==> config.mk <==
export PLATFORM = sky130hd
export DESIGN_NAME = hsv_colour_bbox
export DESIGN_NICKNAME = d
export VERILOG_FILES = /design/src/rtl/hsv_vision_pkg.sv /design/src/rtl/hsv_threshold.sv /design/src/rtl/hsv_colour_bbox.sv
export SDC_FILE = /design/constraint.sdc
export NUM_CORES = 1
export LEC_CHECK = 0
export BUFFER_PORTS_ARGS = -buffer_cell sky130_fd_sc_hd__buf_2
export CORE_MARGIN = 3
export CORE_UTILIZATION = 55
export CTS_CLUSTER_SIZE = 20
export DETAILED_ROUTE_END_ITERATION = 8
export PLACE_DENSITY = 0.86
export SYNTH_ARGS = -nofsm -noshare
export SYNTH_HDL_FRONTEND = slang
export SYNTH_SLANG_ARGS = --single-unit
export TNS_END_PERCENT = 20
==> constraint.sdc <==
create_clock -name clk -period 7.9 [get_ports clk]
set_input_delay 0.79 -clock clk [delete_from_list [all_inputs] [get_ports clk]]
set_output_delay 0.79 -clock clk [all_outputs]
set_load 0.1 [all_outputs]
==> src/rtl/hsv_vision_pkg.sv <==
// Shared types and constants for the HSV colour-tracking pipeline.
package hsv_vision_pkg;

  localparam int IMAGE_W = 640;
  localparam int IMAGE_H = 480;
  localparam int X_W     = 11;
  localparam int Y_W     = 10;
  localparam int CNT_W   = 19;

  localparam logic [8:0] HUE_MAX = 9'd359;

  typedef struct packed {
    logic [X_W-1:0]   x_min;
    logic [X_W-1:0]   x_max;
    logic [Y_W-1:0]   y_min;
    logic [Y_W-1:0]   y_max;
    logic [CNT_W-1:0] count;
  } bbox_t;

  // Empty box: mins at all-ones so the first matched pixel always wins.
  localparam bbox_t BBOX_EMPTY = '{
    x_min: {X_W{1'b1}},
    x_max: {X_W{1'b0}},
    y_min: {Y_W{1'b1}},
    y_max: {Y_W{1'b0}},
    count: {CNT_W{1'b0}}
  };

  typedef enum logic [1:0] {
    ST_IDLE    = 2'd0,
    ST_ACTIVE  = 2'd1,
    ST_FLUSH   = 2'd2,
    ST_PUBLISH = 2'd3
  } state_t;

endpackage

==> src/rtl/hsv_threshold.sv <==
// Combinational HSV colour-window test; hue window wraps through 0 when h_lo > h_hi.
module hsv_threshold (
  input  logic [8:0] h,
  input  logic [7:0] s,
  input  logic [7:0] v,
  input  logic [8:0] h_lo,
  input  logic [8:0] h_hi,
  input  logic [7:0] s_min,
  input  logic [7:0] v_min,
  output logic       match
);
  import hsv_vision_pkg::*;

  logic hue_ok_s;

  // Hue outside the legal circle never matches, even inside a wrapped window.
  always_comb begin
    hue_ok_s = 1'b0;
    if (h > HUE_MAX) begin
      hue_ok_s = 1'b0;
    end else if (h_lo <= h_hi) begin
      hue_ok_s = (h >= h_lo) && (h <= h_hi);
    end else begin
      hue_ok_s = (h >= h_lo) || (h <= h_hi);
    end
    match = hue_ok_s && (s >= s_min) && (v >= v_min);
  end

endmodule

==> src/rtl/hsv_colour_bbox.sv <==
// Thresholds an HSV pixel stream into a mask and publishes one bounding box
// plus matched-pixel count per frame.
module hsv_colour_bbox #(
  parameter int IMAGE_W    = hsv_vision_pkg::IMAGE_W,
  parameter int IMAGE_H    = hsv_vision_pkg::IMAGE_H,
  parameter int X_W        = hsv_vision_pkg::X_W,
  parameter int Y_W        = hsv_vision_pkg::Y_W,
  parameter int CNT_W      = hsv_vision_pkg::CNT_W,
  parameter int MIN_PIXELS = 16
) (
  input  logic             clk,
  input  logic             rst,
  input  logic             in_valid,
  input  logic             in_sop,
  input  logic             in_eop,
  input  logic [8:0]       hsv_h,
  input  logic [7:0]       hsv_s,
  input  logic [7:0]       hsv_v,
  input  logic [8:0]       h_lo,
  input  logic [8:0]       h_hi,
  input  logic [7:0]       s_min,
  input  logic [7:0]       v_min,
  output logic             mask_valid,
  output logic             mask,
  output logic             res_valid,
  output logic             found,
  output logic [X_W-1:0]   x_min,
  output logic [X_W-1:0]   x_max,
  output logic [Y_W-1:0]   y_min,
  output logic [Y_W-1:0]   y_max,
  output logic [CNT_W-1:0] pix_count
);
  import hsv_vision_pkg::*;

  localparam logic [X_W-1:0]   X_LAST  = X_W'(IMAGE_W - 1);
  localparam logic [Y_W-1:0]   Y_LAST  = Y_W'(IMAGE_H - 1);
  localparam logic [CNT_W-1:0] CNT_MIN = CNT_W'(MIN_PIXELS);

  state_t         state_r, state_nx_s;
  logic [X_W-1:0] x_cnt_r, pix_x_s, x_nx_s, px_x_r;
  logic [Y_W-1:0] y_cnt_r, pix_y_s, y_nx_s, px_y_r;
  logic [8:0]     sh_h_lo_r, sh_h_hi_r, win_h_lo_s, win_h_hi_s;
  logic [7:0]     sh_s_min_r, sh_v_min_r, win_s_min_s, win_v_min_s;
  logic           sop_beat_s, frame_open_s, match_s, px_sop_r;
  bbox_t          acc_r, acc_base_s, acc_nx_s;

  assign sop_beat_s   = in_valid & in_sop;
  assign frame_open_s = (state_r == ST_ACTIVE) | in_sop;

  // The sop pixel is judged against the live ports; the rest of the frame against the shadow copy.
  assign win_h_lo_s  = sop_beat_s ? h_lo  : sh_h_lo_r;
  assign win_h_hi_s  = sop_beat_s ? h_hi  : sh_h_hi_r;
  assign win_s_min_s = sop_beat_s ? s_min : sh_s_min_r;
  assign win_v_min_s = sop_beat_s ? v_min : sh_v_min_r;

  hsv_threshold u_threshold (
    .h     (hsv_h),
    .s     (hsv_s),
    .v     (hsv_v),
    .h_lo  (win_h_lo_s),
    .h_hi  (win_h_hi_s),
    .s_min (win_s_min_s),
    .v_min (win_v_min_s),
    .match (match_s)
  );

  // Current pixel coordinate and the coordinate the next beat will take.
  always_comb begin
    pix_x_s = in_sop ? {X_W{1'b0}} : x_cnt_r;
    pix_y_s = in_sop ? {Y_W{1'b0}} : y_cnt_r;
    x_nx_s  = pix_x_s + X_W'(1);
    y_nx_s  = pix_y_s;
    if (pix_x_s == X_LAST) begin
      x_nx_s = {X_W{1'b0}};
      if (pix_y_s == Y_LAST) begin
        y_nx_s = pix_y_s;
      end else begin
        y_nx_s = pix_y_s + Y_W'(1);
      end
    end else begin
      y_nx_s = pix_y_s;
    end
  end

  always_ff @(posedge clk or negedge rst) begin
    if (!rst) begin
      x_cnt_r    <= {X_W{1'b0}};
      y_cnt_r    <= {Y_W{1'b0}};
      sh_h_lo_r  <= 9'd0;
      sh_h_hi_r  <= 9'd0;
      sh_s_min_r <= 8'd0;
      sh_v_min_r <= 8'd0;
    end else begin
      if (in_valid) begin
        x_cnt_r <= x_nx_s;
        y_cnt_r <= y_nx_s;
      end
      if (sop_beat_s) begin
        sh_h_lo_r  <= h_lo;
        sh_h_hi_r  <= h_hi;
        sh_s_min_r <= s_min;
        sh_v_min_r <= v_min;
      end
    end
  end

  // Stage 1: registered mask stream with the pixel's coordinate and frame-start flag.
  always_ff @(posedge clk or negedge rst) begin
    if (!rst) begin
      mask_valid <= 1'b0;
      mask       <= 1'b0;
      px_sop_r   <= 1'b0;
      px_x_r     <= {X_W{1'b0}};
      px_y_r     <= {Y_W{1'b0}};
    end else begin
      mask_valid <= in_valid;
      mask       <= in_valid & match_s & frame_open_s;
      px_sop_r   <= sop_beat_s;
      if (in_valid) begin
        px_x_r <= pix_x_s;
        px_y_r <= pix_y_s;
      end
    end
  end

  // Stage 2: a frame start reseeds the accumulator before folding in its own pixel.
  always_comb begin
    acc_base_s = px_sop_r ? BBOX_EMPTY : acc_r;
    acc_nx_s   = acc_base_s;
    if (mask) begin
      acc_nx_s.x_min = (px_x_r < acc_base_s.x_min) ? px_x_r : acc_base_s.x_min;
      acc_nx_s.x_max = (px_x_r > acc_base_s.x_max) ? px_x_r : acc_base_s.x_max;
      acc_nx_s.y_min = (px_y_r < acc_base_s.y_min) ? px_y_r : acc_base_s.y_min;
      acc_nx_s.y_max = (px_y_r > acc_base_s.y_max) ? px_y_r : acc_base_s.y_max;
      if (acc_base_s.count == {CNT_W{1'b1}}) begin
        acc_nx_s.count = acc_base_s.count;
      end else begin
        acc_nx_s.count = acc_base_s.count + CNT_W'(1);
      end
    end else begin
      acc_nx_s = acc_base_s;
    end
  end

  always_ff @(posedge clk or negedge rst) begin
    if (!rst) begin
      acc_r <= BBOX_EMPTY;
    end else begin
      acc_r <= acc_nx_s;
    end
  end

  // A sop in IDLE, ACTIVE or PUBLISH (re)starts a frame; with eop on the same beat it is a one-pixel frame.
  always_comb begin
    state_nx_s = state_r;
    case (state_r)
      ST_IDLE: begin
        if (sop_beat_s) begin
          state_nx_s = in_eop ? ST_FLUSH : ST_ACTIVE;
        end else begin
          state_nx_s = ST_IDLE;
        end
      end
      ST_ACTIVE: begin
        if (in_valid & in_eop) begin
          state_nx_s = ST_FLUSH;
        end else begin
          state_nx_s = ST_ACTIVE;
        end
      end
      ST_FLUSH: begin
        state_nx_s = ST_PUBLISH;
      end
      ST_PUBLISH: begin
        if (sop_beat_s) begin
          state_nx_s = in_eop ? ST_FLUSH : ST_ACTIVE;
        end else begin
          state_nx_s = ST_IDLE;
        end
      end
      default: begin
        state_nx_s = ST_IDLE;
      end
    endcase
  end

  always_ff @(posedge clk or negedge rst) begin
    if (!rst) begin
      state_r <= ST_IDLE;
    end else begin
      state_r <= state_nx_s;
    end
  end

  // Publish: results latch while leaving PUBLISH and hold until the next frame's publish.
  always_ff @(posedge clk or negedge rst) begin
    if (!rst) begin
      res_valid <= 1'b0;
      found     <= 1'b0;
      x_min     <= {X_W{1'b0}};
      x_max     <= {X_W{1'b0}};
      y_min     <= {Y_W{1'b0}};
      y_max     <= {Y_W{1'b0}};
      pix_count <= {CNT_W{1'b0}};
    end else if (state_r == ST_PUBLISH) begin
      res_valid <= 1'b1;
      pix_count <= acc_r.count;
      if (acc_r.count >= CNT_MIN) begin
        found <= 1'b1;
        x_min <= acc_r.x_min;
        x_max <= acc_r.x_max;
        y_min <= acc_r.y_min;
        y_max <= acc_r.y_max;
      end else begin
        found <= 1'b0;
        x_min <= {X_W{1'b0}};
        x_max <= {X_W{1'b0}};
        y_min <= {Y_W{1'b0}};
        y_max <= {Y_W{1'b0}};
      end
    end else begin
      res_valid <= 1'b0;
    end
  end

endmodule
==> flow_summary_export.csv, run 1 <==
group,metric,value,unit
floorplanning,start_util,0.570,
power,p_leak,6.18,nW
routing,first_pass_iters,5,
yosys,yosys_warnings,0,
clocking,cts_buffers,23,
clocking,clock_path_buffers,3,
power,switchingPower,0.695,mW
clocking,postCtsHoldBufs,0,
timing,rsz0062_at_grt,"no",
routing,routedWlPerCell,17.2,microns
global_routing,grt_max_degree,80,
yosys,synth_top_area_share,0.442,
floorplanning,die_y,144,microns
yosys,async_flop_share,1.00,
final_layout,most-common-layout-cells,"dfrtp_1, buf_2, ha_1, inv_1, mux2i_1",
timing,tightest_slew,1.11,ns
clocking,cts_tree,"yes",
power,internal_power,1.97,mW
clocking,htreeDepth,1,
clocking,cts-root-buf,"clkbuf_16",
place,io_buffers,128,
final_layout,final_cell_area,12100,sq um
yosys,synth_seq_cells,205,
power,irDropWorstVdd,0.168,mV
worst_setup_path,critPathKind,"input port to flop",
worst_setup_path,cp_top_family,"buffers and inverters",
clocking,post_cts_buffers,0,
power,switching_share,0.261,
worst_setup_path,critical_path.max_stage_delay,0.66,ns
worst_setup_path,required,8.27,ns
timing,finalHoldViolCount,0,
floorplanning,row_count,49,
final_layout,synthToLayoutAreaGrowth,16.2,%
routing,drc_errors,0,
timing,finClkSkew,0.0209,ns
worst_setup_path,end_kind,"flop",
worst_setup_path,critPathSlowestCell,"buf_2",
clocking,cts.clk_slew.worst_paths,0.06,ns
place,dp_hpwl,15800,microns
timing,fin_crit,3.66,ns
yosys,synth.distinct_cells,61,
power,pwr_density_cell,220,nW/um^2
run_status,status,"completed",
global_routing,use_met2,0.360,
global_routing,antenna_found_initial,0,
timing,finalMaxSlewViolations,0,
yosys,synth_edf_count,0,
power,sequentialPowerShare,0.436,
yosys,synth-main-ff-cell,"dfrtp_1",
global_routing,grt_pass1_vias,7610,
global_routing,track_usage,0.220,
worst_setup_path,start_kind,"input port",
final_layout,multi_input_area,4850,sq um
floorplanning,coreArea,18300,sq um
yosys,yosysTopAreaCell,"dfrtp_1",
timing,setup_viol,0,
floorplanning,die-area,20600,sq um
final_layout,fillers,1329,
place,place_area,11300,sq um
clocking,cts-resized-gates,0,
yosys,syn_area,10400,sq um
timing,max_slew_margin,0.257,
global_routing,use_met3,0.0436,
routing,viasPerCell,5.73,
yosys,synth-seq-area-share,0.495,
routing,detail-route-antenna-nets,0,
flow_run,maxCapViolCount,0,
routing,route.vias.total,7484,
floorplanning,die_w,144,microns
final_layout,fin_nets,1207,
yosys,avgSynthCellArea,11.1,sq um
clocking,cts.sinks,205,
routing,wirelength,22400,microns
final_layout,final_common_cell,"dfrtp_1",
timing,period_share,0.463,
floorplanning,io_pins,129,
timing,fin_setup_tns,0,ns
global_routing,grt.busiest_layer,"met2",
worst_setup_path,path_max_fanout,55,
clocking,clock_latency,0.52,ns
yosys,syn_nets,1082,
final_layout,layout-drive-gt1-share,0.224,
yosys,syn_inst,934,
timing,fmax,273,MHz
yosys,ys_top_cells_by_area,"dfrtp_1, ha_1, mux2i_1, dfstp_2, a22o_1",
global_routing,grt_overflow,0,
worst_setup_path,path_buf_inv,3,
final_layout,seqCellArea,5160,sq um
power,clkPwrFrac,0.425,
worst_setup_path,crit_chain,"buf_2 > nand2_2 > buf_4 > inv_2 > mux2_2 > ha_1 > nand2b_1 > a21o_1 > a21oi_1 > o21ai_0 > a2111oi_0 > nor4b_2",
global_routing,grt_pass1_wl,37200,microns
place,gp_congestion,0.885,
power,pwr-share-comb,0.139,
routing,drt_iter0_drc,516,
global_routing,use_met1,0.303,
worst_hold_path,hold_path.class,"input port to asynchronous set/reset pin",
worst_setup_path,critPathArrivalTime,4.02,ns
sequential cells by signal, indices dropped and copies added (netlist names):
| name | cells |
|---|---|
| sh_h_lo_r | 9 |
| px_x_r | 11 |
| mask_valid | 1 |
| mask | 1 |
| y_min | 10 |
| y_max | 10 |
| x_max | 11 |
| x_cnt_r | 11 |
| acc_r | 61 |
| px_y_r | 10 |
| state_r | 2 |
| res_valid | 1 |
| px_sop_r | 1 |
| found | 1 |
| sh_v_min_r | 8 |
| pix_count | 19 |
| sh_s_min_r | 8 |
| x_min | 11 |
| sh_h_hi_r | 9 |
| y_cnt_r | 10 |
metrics by stage:
| step | hold slack, ns | util | total power [mW] | cells | setup slack, ns |
|---|---|---|---|---|---|
| global placement | 0.459 | 0.617 | 1.53 | 1263 | 3.80 |
| floorplan | 0.449 | - | 1.43 | 934 | 4.36 |
| global route | 0.325 | 0.662 | 2.78 | 1305 | 3.99 |
| detailed placement | 0.463 | 0.617 | 1.55 | 1263 | 3.72 |
| CTS | 0.305 | 0.662 | 2.68 | 1305 | 4.25 |
| finish | 0.281 | 0.662 | 2.66 | 1306 | 4.24 |
cell families (layout without fill, tap and decap cells):
kind of cell,after synthesis,after routing,synth area share
DFF,205,205,0.495
AOI/OAI and AO/OA,180,180,0.124
xor gates and xnor gates,27,27,0.0227
buffers and inverters,108,250,0.0409
and+or+nand+nor,229,229,0.114
other,0,1,0
muxes,99,99,0.100
adders and majority gates,86,86,0.103
metal layers:
layer	up-vias	routed length, microns
met1	3635	9940
met2	244	10600
met5	-	0
met3	33	1450
li1	3572	-
met4	0	400
power by group through the flow:
| stage | Sequential, mW | Clock, mW | Combinational [mW] |
|---|---|---|---|
| finish | 1.16 | 1.13 | 0.370 |
| floorplan | 1.19 | 0 | 0.240 |
| detailed placement | 1.18 | 0 | 0.368 |
| global route | 1.17 | 1.20 | 0.417 |
| CTS | 1.16 | 1.15 | 0.371 |
| global placement | 1.18 | 0 | 0.354 |
worst paths after layout:
| path | from | endpoint | slack [ns] | cells after the start |
|---|---|---|---|---|
| worst max-delay path | in_valid | mask$_DFF_PN0_ | 4.24 | 12 |
| min in group clk | found$_DFFE_PN0P_ | found$_DFFE_PN0P_ | 0.47 | 1 |
| max in group asynchronous | rst | y_min[8]$_DFFE_PN0P_ | 6.37 | 2 |
| worst max register to register | px_sop_r$_DFF_PN0_ | acc_r[54]$_DFF_PN1_ | 4.58 | 10 |
| worst min register to register | found$_DFFE_PN0P_ | found$_DFFE_PN0P_ | 0.47 | 1 |
| worst min-delay path | rst | acc_r[9]$_DFF_PN0_ | 0.28 | 1 |
synth_stat cells, drive strengths merged, types with 3 or more instances:
master and n:
a21boi 3, a22o 44, mux2i 67, nor2b 22
mux2 32, nor3b 3, and4 5, nand4 12
a21o 12, nor3 9, nand3 17, clkbuf 23
a211oi 7, nand2 50, o221ai 3, nor4 4
a21oi 20, buf 13, dfrtp 184, o21bai 3
o21ai 44, inv 72, a2111oi 3, nand2b 28
o31ai 4, xor2 12, o21a 16, ha 84
nor2 51, xnor2 15, and3 20, o22ai 4
dfstp 21
area by class of cell:
| class | count | share of cell area |
|---|---|---|
| Antenna cell | 1 | 0.000207 |
| Clock buffer | 28 | 0.0516 |
| Clock inverter | 14 | 0.0161 |
| Inverter | 72 | 0.0223 |
| Multi-Input combinational cell | 621 | 0.401 |
| Sequential cell | 205 | 0.426 |
| Tap cell | 229 | 0.0237 |
| Timing Repair Buffer | 136 | 0.0586 |
Power figures use the tool's default switching activity.
==> run 2: changes to the inputs <==
==> constraint.sdc (replaced) <==
create_clock -name clk -period 3.5 [get_ports clk]
set_input_delay 0.35 -clock clk [delete_from_list [all_inputs] [get_ports clk]]
set_output_delay 0.35 -clock clk [all_outputs]
set_load 0.1 [all_outputs]
==> run 2 against run 1 <==
Against the previous run:
- final cell count increased by 0.92%
- final area barely moved
- count of clock-buffer cells in the layout up 7
- critical path type is now flop to flop
- sequential power increased by 130%
- utilization about the same
- die area unchanged
- hold slack worse by 0.21 ns
- critical endpoint is now acc_r[39]$_DFF_PN0_
- clock power up 99%
- via count up 0.23%
- register-to-register slack lost 4.1 ns
- largest cell class unchanged
==> flow_summary_export.csv, run 2 (synthesized netlist as in run 1, its figures left out) <==
group,metric,value,unit
final_layout,reg_top3,"acc_r x61, pix_count x19",
clocking,cts_tree,"yes",
routing,detail-route-antenna-nets,0,
timing,finClkSkew,0.0146,ns
global_routing,grt_max_degree,99,
routing,viasPerCell,5.69,
final_layout,final_cell_area,12100,sq um
worst_hold_path,hold_path.class,"input port to flop",
final_layout,num_antenna_cells,0,
clocking,htreeDepth,1,
floorplanning,start_util,0.570,
routing,drt_iter0_drc,374,
run_status,status,"completed",
timing,tightest_slew,0.758,ns
floorplanning,coreArea,18300,sq um
worst_setup_path,required,3.90,ns
place,dp_hpwl,16200,microns
routing,drc_errors,0,
clocking,cts.sinks,205,
clocking,cts_buffers,23,
power,irDropWorstVdd,0.420,mV
place,place_area,11400,sq um
floorplanning,die_y,144,microns
final_layout,most-common-layout-cells,"dfrtp_1, buf_2, ha_1, inv_1, mux2i_1",
power,p_leak,6.20,nW
global_routing,grt_pass1_wl,37800,microns
timing,fin_setup_tns,0,ns
global_routing,grt_overflow,0,
global_routing,grt_pass1_vias,7747,
final_layout,synthToLayoutAreaGrowth,16.2,%
global_routing,antenna_found_initial,0,
timing,finalHoldViolCount,0,
timing,fin_crit,2.98,ns
worst_setup_path,start_kind,"flop",
floorplanning,io_pins,129,
place,io_buffers,128,
final_layout,largest_reg_flops,61,
clocking,cts-root-buf,"clkbuf_16",
worst_setup_path,path_max_fanout,23,
timing,max_slew_margin,0.494,
timing,rsz0062_at_grt,"no",
floorplanning,row_count,49,
routing,wirelength,22700,microns
routing,routedWlPerCell,17.2,microns
clocking,postCtsHoldBufs,1,
flow_run,maxCapViolCount,0,
timing,period_share,0.852,
timing,setup_viol,0,
final_layout,final_common_cell,"dfrtp_1",
clocking,cts.clk_slew.worst_paths,0.06,ns
power,power,5.73,mW
clocking,clock_latency,0.51,ns
worst_setup_path,end_kind,"flop",
worst_setup_path,critPathArrivalTime,3.38,ns
global_routing,track_usage,0.222,
final_layout,layout-drive-gt1-share,0.227,
final_layout,fillers,1329,
floorplanning,die-area,20600,sq um
worst_setup_path,critPathKind,"flop to flop",
power,pwr_density_cell,473,nW/um^2
timing,fmax,335,MHz
place,gp_congestion,0.892,
routing,first_pass_iters,5,
timing,finalMaxSlewViolations,0,
clocking,clock_path_buffers,3,
floorplanning,die_w,144,microns
clocking,cts-resized-gates,0,
final_layout,fin_nets,1220,
clocking,post_cts_buffers,0,
final_layout,regMostFlops,"acc_r",
routing,route.vias.total,7501,
worst_setup_path,reg2reg_slack,0.52,ns
==> run 2: cell count changes in the layout (fill, tap and decap cells not counted) <==
cell,previous run,this run
clkbuf_8,4,5
diode_2,1,0
bufinv_16,4,0
clkinv_4,2,0
inv_6,0,1
clkinv_2,6,5
dlygate4sd3_1,0,1
clkbuf_1,2,8
buf_4,8,19
buf_12,0,1
clkinvlp_4,1,0
==> run 2: path summary, 6_finish.rpt <==
check / startpoint / endpoint / depth (start not counted)
worst max-delay path: px_sop_r$_DFF_PN0_ / acc_r[39]$_DFF_PN0_ / 8
worst min-delay path: v_min[1] / sh_v_min_r[1]$_DFF_PN0_ / 3
worst max register to register: px_sop_r$_DFF_PN0_ / acc_r[39]$_DFF_PN0_ / 8
worst min register to register: found$_DFFE_PN0P_ / found$_DFFE_PN0P_ / 1
max in group asynchronous: rst / acc_r[52]$_DFF_PN1_ / 3
min in group asynchronous: rst / pix_count[10]$_DFFE_PN0P_ / 2
==> run 2: critical path, cell delays in order, from the launching register on <==
cell and delay, ns:
dfrtp_1 0.65, buf_4 0.30, nand2b_1 0.17, ha_1 0.32, o21a_1 0.12, o21ai_0 0.07, a41oi_1 0.20, o21a_1 0.60
mux2_2 0.41
==> run 2: layout make-up <==
type,count,area [sq um],share of cell area
flip-flops and latches,205,5160,0.426
well taps,229,287,0.0237
clock buffers,35,661,0.0546
clock inverters,7,53.8,0.00445
multi-input cells,621,4850,0.401
inverters,72,270,0.0223
repair buffers,149,822,0.0679
==> run 2: power by group <==
group / internal, mW / switching (mW)
clock network: 1.31 / 0.939
registers: 2.54 / 0.0854
logic: 0.337 / 0.515
==> run 2: metal layers <==
metal,up-vias,part of all wire,track usage
met1,3658,0.45,0.304
met2,218,0.47,0.374
met5,-,0,0
met4,0,0.018,0.0461
li1,3593,-,-
met3,32,0.058,0.0399
==> run 2: per-stage QoR <==
step           std cells  hold slack, ns  utilization  worst slack [ns]
2_1_floorplan        934          0.0544            -             0.398
3_5_place_dp        1275           0.375        0.623             0.459
6_report            1318          0.0734        0.662             0.517
3_3_place_gp        1275           0.377        0.623             0.531
4_1_cts             1318          0.0568        0.662             0.512
5_1_grt             1318          0.0718        0.662             0.225
==> run 3: changes to the inputs <==
--- a/config.mk
+++ b/config.mk
@@ -10,6 +10,7 @@
 export CORE_UTILIZATION = 55
 export CTS_CLUSTER_SIZE = 20
 export DETAILED_ROUTE_END_ITERATION = 8
+export GPL_TIMING_DRIVEN = 0
 export PLACE_DENSITY = 0.86
 export SYNTH_ARGS = -nofsm -noshare
 export SYNTH_HDL_FRONTEND = slang
==> constraint.sdc (replaced) <==
create_clock -name clk -period 2.8 [get_ports clk]
set_input_delay 0.28 -clock clk [delete_from_list [all_inputs] [get_ports clk]]
set_output_delay 0.28 -clock clk [all_outputs]
set_load 0.1 [all_outputs]
==> run 3 against run 2 <==
Against the previous run:
- utilization up 0.76 points
- highest routed layer unchanged
- critical endpoint is now acc_r[19]$_DFF_PN0_
- final cell count up 1.6%
- register-to-register slack worse by 0.45 ns
- count of clock-buffer cells in the layout unchanged
- sequential power up 25%
- flip-flop and latch count unchanged
- critical path type unchanged
- largest power group unchanged
- die area unchanged
- global-route usage up 0.93 points
==> flow_summary_export.csv, run 3 (synthesized netlist as in run 1, its figures left out) <==
group,metric,value,unit
run_status,status,"completed",
worst_setup_path,critPathSlowestCell,"dfrtp_1",
timing,finalHoldViolCount,0,
worst_setup_path,critPathKind,"flop to flop",
worst_setup_path,cp_common_cell,"o21a_1",
worst_setup_path,critical_path.max_stage_delay,0.37,ns
clocking,clock_latency,0.51,ns
timing,period_share,0.977,
global_routing,grt_overflow,0,
timing,fin_crit,2.73,ns
power,pwr_density_cell,591,nW/um^2
floorplanning,die_w,144,microns
worst_hold_path,min_from,"v_min[4]",
timing,fin_ws,0.0654,ns
worst_setup_path,reg2reg_slack,0.07,ns
final_layout,seqCellArea,5160,sq um
timing,finalMaxSlewViolations,0,
place,dp_hpwl,16900,microns
timing,fmax,366,MHz
clocking,clock_path_buffers,3,
place,pre_cts_slack,-0.679,ns
clocking,cts.sinks,205,
power,switchingPower,1.92,mW
final_layout,synthToLayoutAreaGrowth,17.6,%
final_layout,largest_reg_flops,61,
floorplanning,io_pins,129,
final_layout,fin_nets,1241,
timing,finClkSkew,0.0212,ns
timing,tightest_slew,0.813,ns
final_layout,fillers,1283,
flow_run,maxCapViolCount,0,
routing,drt_iter0_drc,419,
worst_setup_path,path_max_fanout,10,
routing,route.vias.total,7810,
final_layout,final_common_cell,"dfrtp_1",
place,place_area,11400,sq um
global_routing,track_usage,0.231,
routing,first_pass_iters,5,
worst_hold_path,holdPathEnd,"sh_v_min_r[4]$_DFF_PN0_",
timing,max_slew_margin,0.458,
routing,wirelength,23700,microns
floorplanning,die_y,144,microns
worst_setup_path,r2r_end,"acc_r[19]$_DFF_PN0_",
floorplanning,die-area,20600,sq um
routing,detail-route-antenna-nets,0,
power,internal_power,5.31,mW
final_layout,multi_input_area,4860,sq um
worst_setup_path,path_buf_inv,3,
worst_setup_path,cp_top_family,"compound AO/OA/AOI/OAI gates",
floorplanning,row_count,49,
clocking,cts.clk_slew.worst_paths,0.06,ns
worst_setup_path,start_kind,"flop",
clocking,cts_tree,"yes",
timing,holdWs,0.0184,ns
routing,routedWlPerCell,17.7,microns
power,sequentialPowerShare,0.453,
place,gp_congestion,0.913,
power,clkPwrFrac,0.396,
routing,viasPerCell,5.83,
power,pwr-share-comb,0.152,
final_layout,layout-drive-gt1-share,0.226,
global_routing,grt_max_degree,113,
power,p_leak,6.24,nW
floorplanning,coreArea,18300,sq um
worst_hold_path,holdPathStages,3,
final_layout,reg_top3,"acc_r x61, pix_count x19",
timing,setup_viol,0,
power,irDropWorstVdd,0.548,mV
worst_setup_path,timing.rr.start,"px_sop_r$_DFF_PN0_",
place,io_buffers,128,
clocking,cts_buffers,22,
worst_setup_path,required,3.19,ns
worst_setup_path,end_kind,"flop",
final_layout,final_cell_area,12200,sq um
clocking,cts-root-buf,"clkbuf_16",
worst_setup_path,critPathArrivalTime,3.13,ns
worst_setup_path,crit_chain,"buf_6 > clkbuf_8 > nand2b_4 > ha_1 > nor2b_1 > o21a_1 > o21a_1 > o21bai_1 > a21oi_1 > o21ai_1 > buf_4 > mux2_2",
final_layout,regMostFlops,"acc_r",
timing,fin_setup_tns,0,ns
power,switching_share,0.266,
clocking,htreeDepth,1,
routing,drc_errors,0,
global_routing,grt_pass1_wl,39000,microns
global_routing,grt_pass1_vias,7820,
worst_setup_path,cp_num_cells,12,
timing,rsz0062_at_grt,"yes",
floorplanning,start_util,0.570,
worst_setup_path,rr_worst_depth,12,
global_routing,antenna_found_initial,0,
worst_hold_path,hold_path.class,"input port to flop",
final_layout,most-common-layout-cells,"dfrtp_1, buf_2, ha_1, inv_1, mux2i_1",
==> run 3: how the worst max path moves through the flow <==
| stage | start | to | slack (ns) |
|---|---|---|---|
| after detailed placement | px_sop_r$_DFF_PN0_ | acc_r[58]$_DFF_PN1_ | -0.68 |
| after global placement | rst | sh_h_hi_r[5]$_DFF_PN0_ | -1.87 |
| after floorplan | in_valid | mask$_DFF_PN0_ | 0.02 |
| after CTS | px_sop_r$_DFF_PN0_ | acc_r[19]$_DFF_PN0_ | 0.009 |
| final | px_sop_r$_DFF_PN0_ | acc_r[19]$_DFF_PN0_ | 0.07 |
| after global routing | px_sop_r$_DFF_PN0_ | acc_r[32]$_DFF_PN1_ | -0.06 |
==> run 3: stage by stage <==
| stage | power, mW | std cells | util |
|---|---|---|---|
| after floorplan | 4.03 | 934 | - |
| after global placement | 4.34 | 1291 | 0.621 |
| after detailed placement | 4.39 | 1292 | 0.623 |
| after CTS | 7.26 | 1335 | 0.666 |
| after global routing | 7.55 | 1338 | 0.670 |
| final | 7.24 | 1339 | 0.670 |
==> run 3: power by group through the flow <==
stage	Clock, mW	Combinational (mW)	Sequential (mW)
floorplan	0	0.679	3.36
global placement	0	1.02	3.31
detailed placement	0	1.07	3.32
CTS	2.90	1.09	3.27
global route	3.02	1.23	3.29
finish	2.86	1.10	3.27
==> run 3: layout make-up <==
type	instances	area share
antenna	1	0.000204
clock inverter	5	0.00532
timing repair buffer	135	0.0607
multi-input combinational	621	0.397
buffer	36	0.0165
tap	229	0.0234
clock buffer	35	0.0539
inverter	72	0.0221
sequential	205	0.421
==> run 3: layer usage <==
layer  GRT usage  wire, microns  up-vias
met3      0.0423           1470       53
met5           0              0        -
met4      0.0689            641        0
li1            -              -     3645
met2       0.386          11200      283
met1       0.310          10300     3829
==> run 3: repair_timing <==
item / CTS / global route
hold endpoints to repair: 97 / 0
setup endpoints to repair: 32 / 31
gates resized for setup: 14 / 14
pin swaps: 0 / 3
buffers inserted: 0 / 3
hold buffers: 3 / 0
==> run 3: worst reg2reg max path, cell delays in order, from the launching register on <==
cell      delay (ns)
dfrtp_1         0.37
buf_6           0.16
clkbuf_8        0.18
nand2b_4        0.15
ha_1            0.28
nor2b_1         0.14
o21a_1          0.18
o21a_1          0.17
o21bai_1        0.21
a21oi_1         0.11
o21ai_1         0.17
buf_4           0.18
mux2_2          0.34
